`config.mk`:
```
export PLATFORM = sky130hd
export DESIGN_NAME = mp_cache_data_port
export DESIGN_NICKNAME = d
export VERILOG_FILES = /design/src/rtl/mp_cache_data_port.sv
export SDC_FILE = /design/constraint.sdc
export NUM_CORES = 1
export LEC_CHECK = 0
export CORE_AREA = 2 2 424 426
export DETAILED_ROUTE_END_ITERATION = 10
export DIE_AREA = 0 0 426 428
export PLACE_DENSITY_LB_ADDON = 0.2
export SKIP_LAST_GASP = 1
export SLEW_MARGIN = 10
export SYNTH_ARGS = -nofsm -noshare
export SYNTH_HDL_FRONTEND = slang
export SYNTH_SLANG_ARGS = --single-unit
```
`constraint.sdc`:
```
create_clock -name clk -period 13.56 [get_ports clk]
set_input_delay 3.39 -clock clk [delete_from_list [all_inputs] [get_ports clk]]
set_output_delay 3.39 -clock clk [all_outputs]
set_load 0.02 [all_outputs]
```
`src/rtl/mp_cache_data_port.sv`:
```
// Drives the single RW port of the cache data SRAM from a valid/ready request stream; zero-fills every set after reset.
// Latency: the read is accepted at edge N and its response is visible after edge N+1. Writes produce no response.
// Backpressure: credits are shared between the 2-entry response buffer and the read in flight; req_ready drops when both credits are in use.
module mp_cache_data_port #(
  parameter int ADDR_WIDTH = 4,
  parameter int DATA_WIDTH = 256,
  parameter int NUM_WMASKS = 32
) (
  input  logic                  clk,
  input  logic                  rst,
  output logic                  init_done,
  input  logic                  req_valid,
  output logic                  req_ready,
  input  logic                  req_write,
  input  logic [ADDR_WIDTH-1:0] req_addr,
  input  logic [NUM_WMASKS-1:0] req_wmask,
  input  logic [DATA_WIDTH-1:0] req_wdata,
  output logic                  rsp_valid,
  input  logic                  rsp_ready,
  output logic [DATA_WIDTH-1:0] rsp_rdata,
  output logic                  sram_csb,
  output logic                  sram_web,
  output logic [NUM_WMASKS-1:0] sram_wmask,
  output logic [ADDR_WIDTH-1:0] sram_addr,
  output logic [DATA_WIDTH-1:0] sram_din,
  input  logic [DATA_WIDTH-1:0] sram_dout
);

  localparam int RAM_DEPTH = 1 << ADDR_WIDTH;

  typedef enum logic {ST_INIT, ST_RUN} state_t;

  state_t                state, state_nxt;
  logic [ADDR_WIDTH-1:0] init_cnt;
  logic                  rd_inflight;
  logic [1:0]            count;
  logic                  wr_ptr, rd_ptr;
  logic [DATA_WIDTH-1:0] fifo_mem [2];
  logic                  accept, rd_accept, push, pop;
  logic [2:0]            credit_use;

  // Credit accounting: a slot freed by this cycle's pop can be reused by this cycle's accept.
  assign pop        = rsp_valid && rsp_ready;
  assign push       = rd_inflight;
  assign credit_use = {1'b0, count} + {2'b00, rd_inflight} - {2'b00, pop};
  assign req_ready  = !rst && (state == ST_RUN) && (credit_use < 3'd2);
  assign accept     = req_valid && req_ready;
  assign rd_accept  = accept && !req_write;
  assign rsp_valid  = !rst && (count != 2'd0);
  assign rsp_rdata  = fifo_mem[rd_ptr];

  // State register and sweep counter; reset restarts the zero-fill from set 0.
  always_ff @(posedge clk) begin
    if (rst) begin
      state    <= ST_INIT;
      init_cnt <= '0;
    end else begin
      state <= state_nxt;
      if (state == ST_INIT) init_cnt <= init_cnt + ADDR_WIDTH'(1);
    end
  end

  // Next state and SRAM port drive; the port idles while reset is held.
  always_comb begin
    state_nxt  = state;
    init_done  = 1'b0;
    sram_csb   = 1'b1;
    sram_web   = 1'b1;
    sram_wmask = '0;
    sram_addr  = '0;
    sram_din   = '0;
    if (!rst) begin
      case (state)
        ST_INIT: begin
          sram_csb   = 1'b0;
          sram_web   = 1'b0;
          sram_wmask = '1;
          sram_addr  = init_cnt;
          if (init_cnt == ADDR_WIDTH'(RAM_DEPTH - 1)) state_nxt = ST_RUN;
        end
        ST_RUN: begin
          init_done = 1'b1;
          if (accept) begin
            if (!req_write) begin
              sram_csb  = 1'b0;
              sram_addr = req_addr;
            end else if (req_wmask != '0) begin
              // An all-zero mask write is consumed without touching the macro.
              sram_csb   = 1'b0;
              sram_web   = 1'b0;
              sram_wmask = req_wmask;
              sram_addr  = req_addr;
              sram_din   = req_wdata;
            end
          end
        end
        default: state_nxt = ST_INIT;
      endcase
    end
  end

  // Read-in-flight flag: the macro's data is valid one cycle after the read issues.
  always_ff @(posedge clk) begin
    if (rst) rd_inflight <= 1'b0;
    else     rd_inflight <= rd_accept;
  end

  // Response buffer: captures macro output for in-flight reads, pops on handshake.
  always_ff @(posedge clk) begin
    if (rst) begin
      count  <= 2'd0;
      wr_ptr <= 1'b0;
      rd_ptr <= 1'b0;
      for (int i = 0; i < 2; i++) fifo_mem[i] <= '0;
    end else begin
      if (push) begin
        fifo_mem[wr_ptr] <= sram_dout;
        wr_ptr           <= ~wr_ptr;
      end
      if (pop) rd_ptr <= ~rd_ptr;
      count <= count + {1'b0, push} - {1'b0, pop};
    end
  end

endmodule

```
Word level (Yosys, flattened, before mapping):

Memory sizes are Yosys's and may differ from the RTL's. A register that Yosys moved wholly into a read port is not among the register bits.
Index checks and enable logic that the tools add are counted.

* $add $sub $neg: 5
* $lt $le $gt $ge: 1
* equality and inequality tests: 1
* mux-type cells: 38
* bitwise gates (word level): 3
* reduce and logical (&&, ||, !) cells: 11

Operators with widths (number)
* 256-bit two-way mux: 6
* 256-bit OR reduction: 1
* 32-bit two-way mux: 4
* 32-bit case mux with 2 select lines: 1
* 32-bit nonzero test: 1
* 1-bit two-way mux: 20
* 4-bit two-way mux: 4
* 4-bit case mux with 2 select lines: 1
* 1-bit logical AND: 6
* 4-bit by 1-bit adder with 4-bit output, second input constant: 1
* 4-bit == test, second input constant: 1
* 1-bit case mux with 2 select lines: 2
* 2-bit by 1-bit adder with 3-bit output: 1
* 3-bit by 2-bit < comparator with 1-bit output, second input constant: 1
* 1-bit inverter: 3
* 3-bit by 1-bit subtractor with 3-bit output: 1
* 2-bit by 1-bit adder with 2-bit output: 1
* 1-bit zero test: 2
* 2-bit nonzero test: 1
* 2-bit by 1-bit subtractor with 2-bit output: 1

* bits in registers: 10
* memory bits (writable): 512
* bits of input ports: 553
* output and inout bits: 553
* logic and storage cells: 66
* memories: 1

Memory list
* fifo_mem: words 2, width 256, read ports 1, clocked after memory_dff 1, wr ports 2, line 38 `logic [DATA_WIDTH-1:0] fifo_mem [2];`

Depth between registers and ports, before layout:

* depth in word-level cells: 10
* mapped depth: 15
* mapped depth without buffers: 11

Worst setup path before layout:

No wires, ideal clock.

* path kind: register to register
* start: register rd_inflight, in the netlist push
* end: memory fifo_mem[0][0] (enable)
* arrival: 12130 ps
* data required time: 12634 ps
* setup slack: 504 ps
* cell stages (with the launch flop): 3
* path buffers: 0
* cells stage by stage: dfxtp_1 > inv_1 > o21bai_1

RTL lines
* from (decl): line 35 `logic rd_inflight;`
* from (signal assigned): line 105 `else rd_inflight <= rd_accept;`
* to (decl): line 38

Final worst setup path:

* start: input port rst
* end: output port sram_wmask[3]

* longest elaborated chain between the ends: 10
* elaborated cells on any way between the ends: 11
* classes of those cells: 1 x add/sub; 1 x order compare; 3 x mux; 6 x reduce/logical

RTL lines
* from (decl): line 10 `input logic rst,`
* 1-bit zero test
* 1-bit logical AND: line 49 `assign rsp_valid = !rst && (count != 2'd0);`
* 1-bit logical AND: line 43 `assign pop = rsp_valid && rsp_ready;`
* via pop: line 39 `logic accept, rd_accept, push, pop;`
* 3-bit by 1-bit subtractor with 3-bit output: line 45 `assign credit_use = {1'b0, count} + {2'b00, rd_inflight} - {2'b00, pop};`
* 3-bit by 2-bit < comparator with 1-bit output: line 46 `assign req_ready = !rst && (state == ST_RUN) && (credit_use < 3'd2);`
* 1-bit logical AND: line 46
* 1-bit logical AND: line 47 `assign accept = req_valid && req_ready;`
* 32-bit two-way mux: line 83 `if (accept) begin`
* 32-bit case mux with 2 select lines: line 73 `case (state)`
* 32-bit two-way mux: line 72 `if (!rst) begin`
* to (decl): line 23 `output logic [NUM_WMASKS-1:0] sram_wmask,`

The timed path passes the listed nets, and every way through them passes these cells.

==> flow_metrics.py <==
metrics = {
    "sta": {
        "setup_violations": 0,
        "rsz0062_at_grt": "no",
        "fin_skew_ps": 14.2,
        "worst_pin_slew_ps": 1100,
        "fin_setup_tns_ps": 0,
        "period_share": 0.875,
        "worst_slack_ps": 1690,
        "slew_viol_final": 0,
        "whs_ps": 517,
        "relSlewSlack": 0.264,
        "period_minus_slack_ps": 11870,
        "fmax_ghz": 0.0843,
        "hold_viol": 0,
    },
    "logic_synthesis": {
        "async_flop_share": 0,
        "synthDistinctLibCells": 34,
        "synth.cell_area_um2": 24600,
        "ys_seq_elements": 523,
        "postSynthAreaPerCell_um2": 13.9,
        "syn-num-nets": 2326,
        "synth_edf_count": 512,
        "syn_inst": 1769,
        "ys_warn_count": 0,
        "ys_seq_area_frac": 0.633,
        "synth_ff_type": "edfxtp_1",
    },
    "floorplanning": {
        "initial_core_util": 0.139,
        "die_h_um": 428,
        "die_w_um": 426,
        "dieArea_um2": 182000,
        "core_area_um2": 178000,
        "ios": 1106,
        "fp-row-count": 155,
    },
    "flow_run": {
        "drv_cap": 0,
    },
    "clocking": {
        "clk_latency_ps": 650,
        "clock_sinks": 523,
        "cts_tree": "done",
        "cts_resized": 0,
        "h-tree-depth": 3,
        "cts_root_buf": "clkbuf_16",
        "cts-buffers-inserted": 69,
        "postCtsSetupRepairBufs": 0,
        "clk_pin_slew_ps": 50,
        "cts_buffer_depth": 3,
        "cts_hold_buf": 0,
    },
    "cells_and_area": {
        "instances_no_fill": 5269,
        "syn_to_final_growth_pct": 64.0,
        "layout-drive-gt1-share": 0.128,
        "fin_nets": 3401,
        "fill_cells": 19011,
    },
    "drt": {
        "vias": 18236,
        "finalWirelength_um": 128000,
        "via_per_inst": 3.46,
        "avgRoutedWirePerCell_um": 24.4,
        "drt_iter0_drc": 629,
        "drc": 0,
        "dr.pass1.iters": 4,
        "ant_nets": 0,
    },
    "critical_path": {
        "required_ps": 10170,
        "cp_max_fo": 99,
        "rrSetupSlack_ps": 10230,
        "cp.arrival_ps": 8480,
        "critPathKind": "in -> out",
        "endpoint_kind": "output port",
        "start_kind": "input pin",
    },
    "power": {
        "irDropWorstVdd_uv": 78.5,
        "cellPowerDensity_nw_per_um2": 98.4,
        "power_leakage_uw": 0.0144,
    },
    "placed_design": {
        "routabilityCongestion": 0.802,
        "dpl_worst_slack_ps": 1580,
        "portBuffers": 1105,
        "dp_hpwl_um": 99400,
        "dp.cells": 5128,
    },
    "outcome": {
        "status": "finished, final reports clean",
    },
    "hold_path": {
        "hp-class": "reg -> reg",
    },
    "grt": {
        "grt_pass1_wl_um": 169000,
        "grt_pass1_vias": 19070,
        "antenna_found_initial": 60,
        "grt_max_degree": 142,
        "grt_util_all_layers": 0.136,
        "grt_overflow": 0,
    },
}
area by class of cell:
cell class / instances / area (um^2) / share of cell area
multi-input combinational: 1119 / 8410 / 0.208
antenna: 24 / 60.1 / 0.00149
tap: 2355 / 2950 / 0.0729
sequential: 523 / 15600 / 0.386
timing repair buffer: 1126 / 11300 / 0.280
clock buffer: 86 / 1850 / 0.0459
inverter: 5 / 18.8 / 0.000465
clock inverter: 31 / 215 / 0.00533
final timing paths:
path,cells after the start,startpoint,endpoint
max,15,rst,sram_wmask[3]
min,2,rd_ptr$_SDFFE_PP0P_,rd_ptr$_SDFFE_PP0P_
max reg2reg,5,wr_ptr$_SDFFE_PP0P_,fifo_mem[1][164]$_SDFFCE_PN0P_
min reg2reg,2,rd_ptr$_SDFFE_PP0P_,rd_ptr$_SDFFE_PP0P_
worst max-delay path, cell delays in order:
cell and delay (ps):
clkdlybuf4s50_1 490, buf_4 270, o21ba_2 200, and2_1 180, ha_1 280, inv_1 60
ha_1 140, inv_1 50, fa_1 570, nand3b_4 100, nor3b_4 350, o211a_4 890
buf_4 420, a21o_1 280, clkdlybuf4s50_1 660
cells in the mapped netlist (2+ instances only):
cell type | n | area [um^2]
a32oi_1 | 4 | 35.0
mux2_2 | 256 | 2880
and2_1 | 769 | 4810
inv_1 | 5 | 18.8
nor4_1 | 8 | 50.1
dfxtp_1 | 11 | 220
nor2_1 | 12 | 45.0
xor2_1 | 3 | 26.3
nand4_1 | 2 | 12.5
a21o_1 | 32 | 240
buf_6 | 25 | 282
buf_1 | 2 | 7.51
clkbuf_1 | 93 | 349
o21ai_0 | 5 | 25.0
edfxtp_1 | 512 | 15400
ha_1 | 3 | 37.5
xnor2_1 | 3 | 26.3
nand2_1 | 5 | 18.8
nor2b_1 | 4 | 25.0
per-stage QoR:
stage / util / total power (uW) / instance area [um^2]
finish: 0.227 / 3970 / 40400
global route: 0.227 / 4130 / 40400
CTS: 0.227 / 4070 / 40300
detailed placement: 0.215 / 2290 / 38300
global placement: 0.215 / 2290 / 38300
floorplan: - / 1990 / 24600
kinds of logic after synthesis:
logic type	after synthesis	share of synthesized area
AND/OR/NAND/NOR	806	0.204
flip-flops	523	0.633
multiplexers	257	0.117
buffers and inverters	127	0.0272
AO/OA/AOI/OAI	46	0.0139
XOR/XNOR	6	0.00213
adder cells (fa/ha/maj)	4	0.00234
flip-flops by register name, summed over array words and instances (netlist names), named ones only:
signal,count
init_cnt,4
fifo_mem,512
push,1
state,1
count,2
wr_ptr,1
rd_ptr,1
where the power goes:
part | switching, uW | total [uW] | internal [uW]
clock | 731 | 1730 | 1000
sequential | 11.9 | 1840 | 1820
combinational | 183 | 406 | 223
metal layers:
layer	GRT usage	wire, um	up-vias
met1	0.121	40500	8915
met3	0.0394	8930	197
met5	0	223	-
met2	0.282	75000	770
met4	0.0459	3830	32
li1	-	-	8322
layout by cell type, fill, tap and decap left out, types with 2 or more instances in the layout:
cell / Yosys / routed
clkdlybuf4s50_1: 0 / 1105
and2_1: 769 / 769
edfxtp_1: 512 / 512
mux2_2: 256 / 256
clkbuf_16: 0 / 72
a21o_1: 32 / 32
diode_2: 0 / 24
clkinv_1: 0 / 21
buf_4: 1 / 15
clkbuf_1: 93 / 14
nor2_1: 12 / 11
dfxtp_1: 11 / 10
nor4_1: 8 / 8
buf_12: 0 / 6
inv_1: 5 / 5
o21ai_0: 5 / 5
nand2_1: 5 / 5
nor2b_1: 4 / 4
a32oi_1: 4 / 4
clkinv_2: 0 / 4
xor2_1: 3 / 3
xnor2_1: 3 / 3
ha_1: 3 / 3
nand4_1: 2 / 2
inv_6: 0 / 2
bufinv_16: 0 / 2
Note: power is estimated with default switching activity, not from simulation.
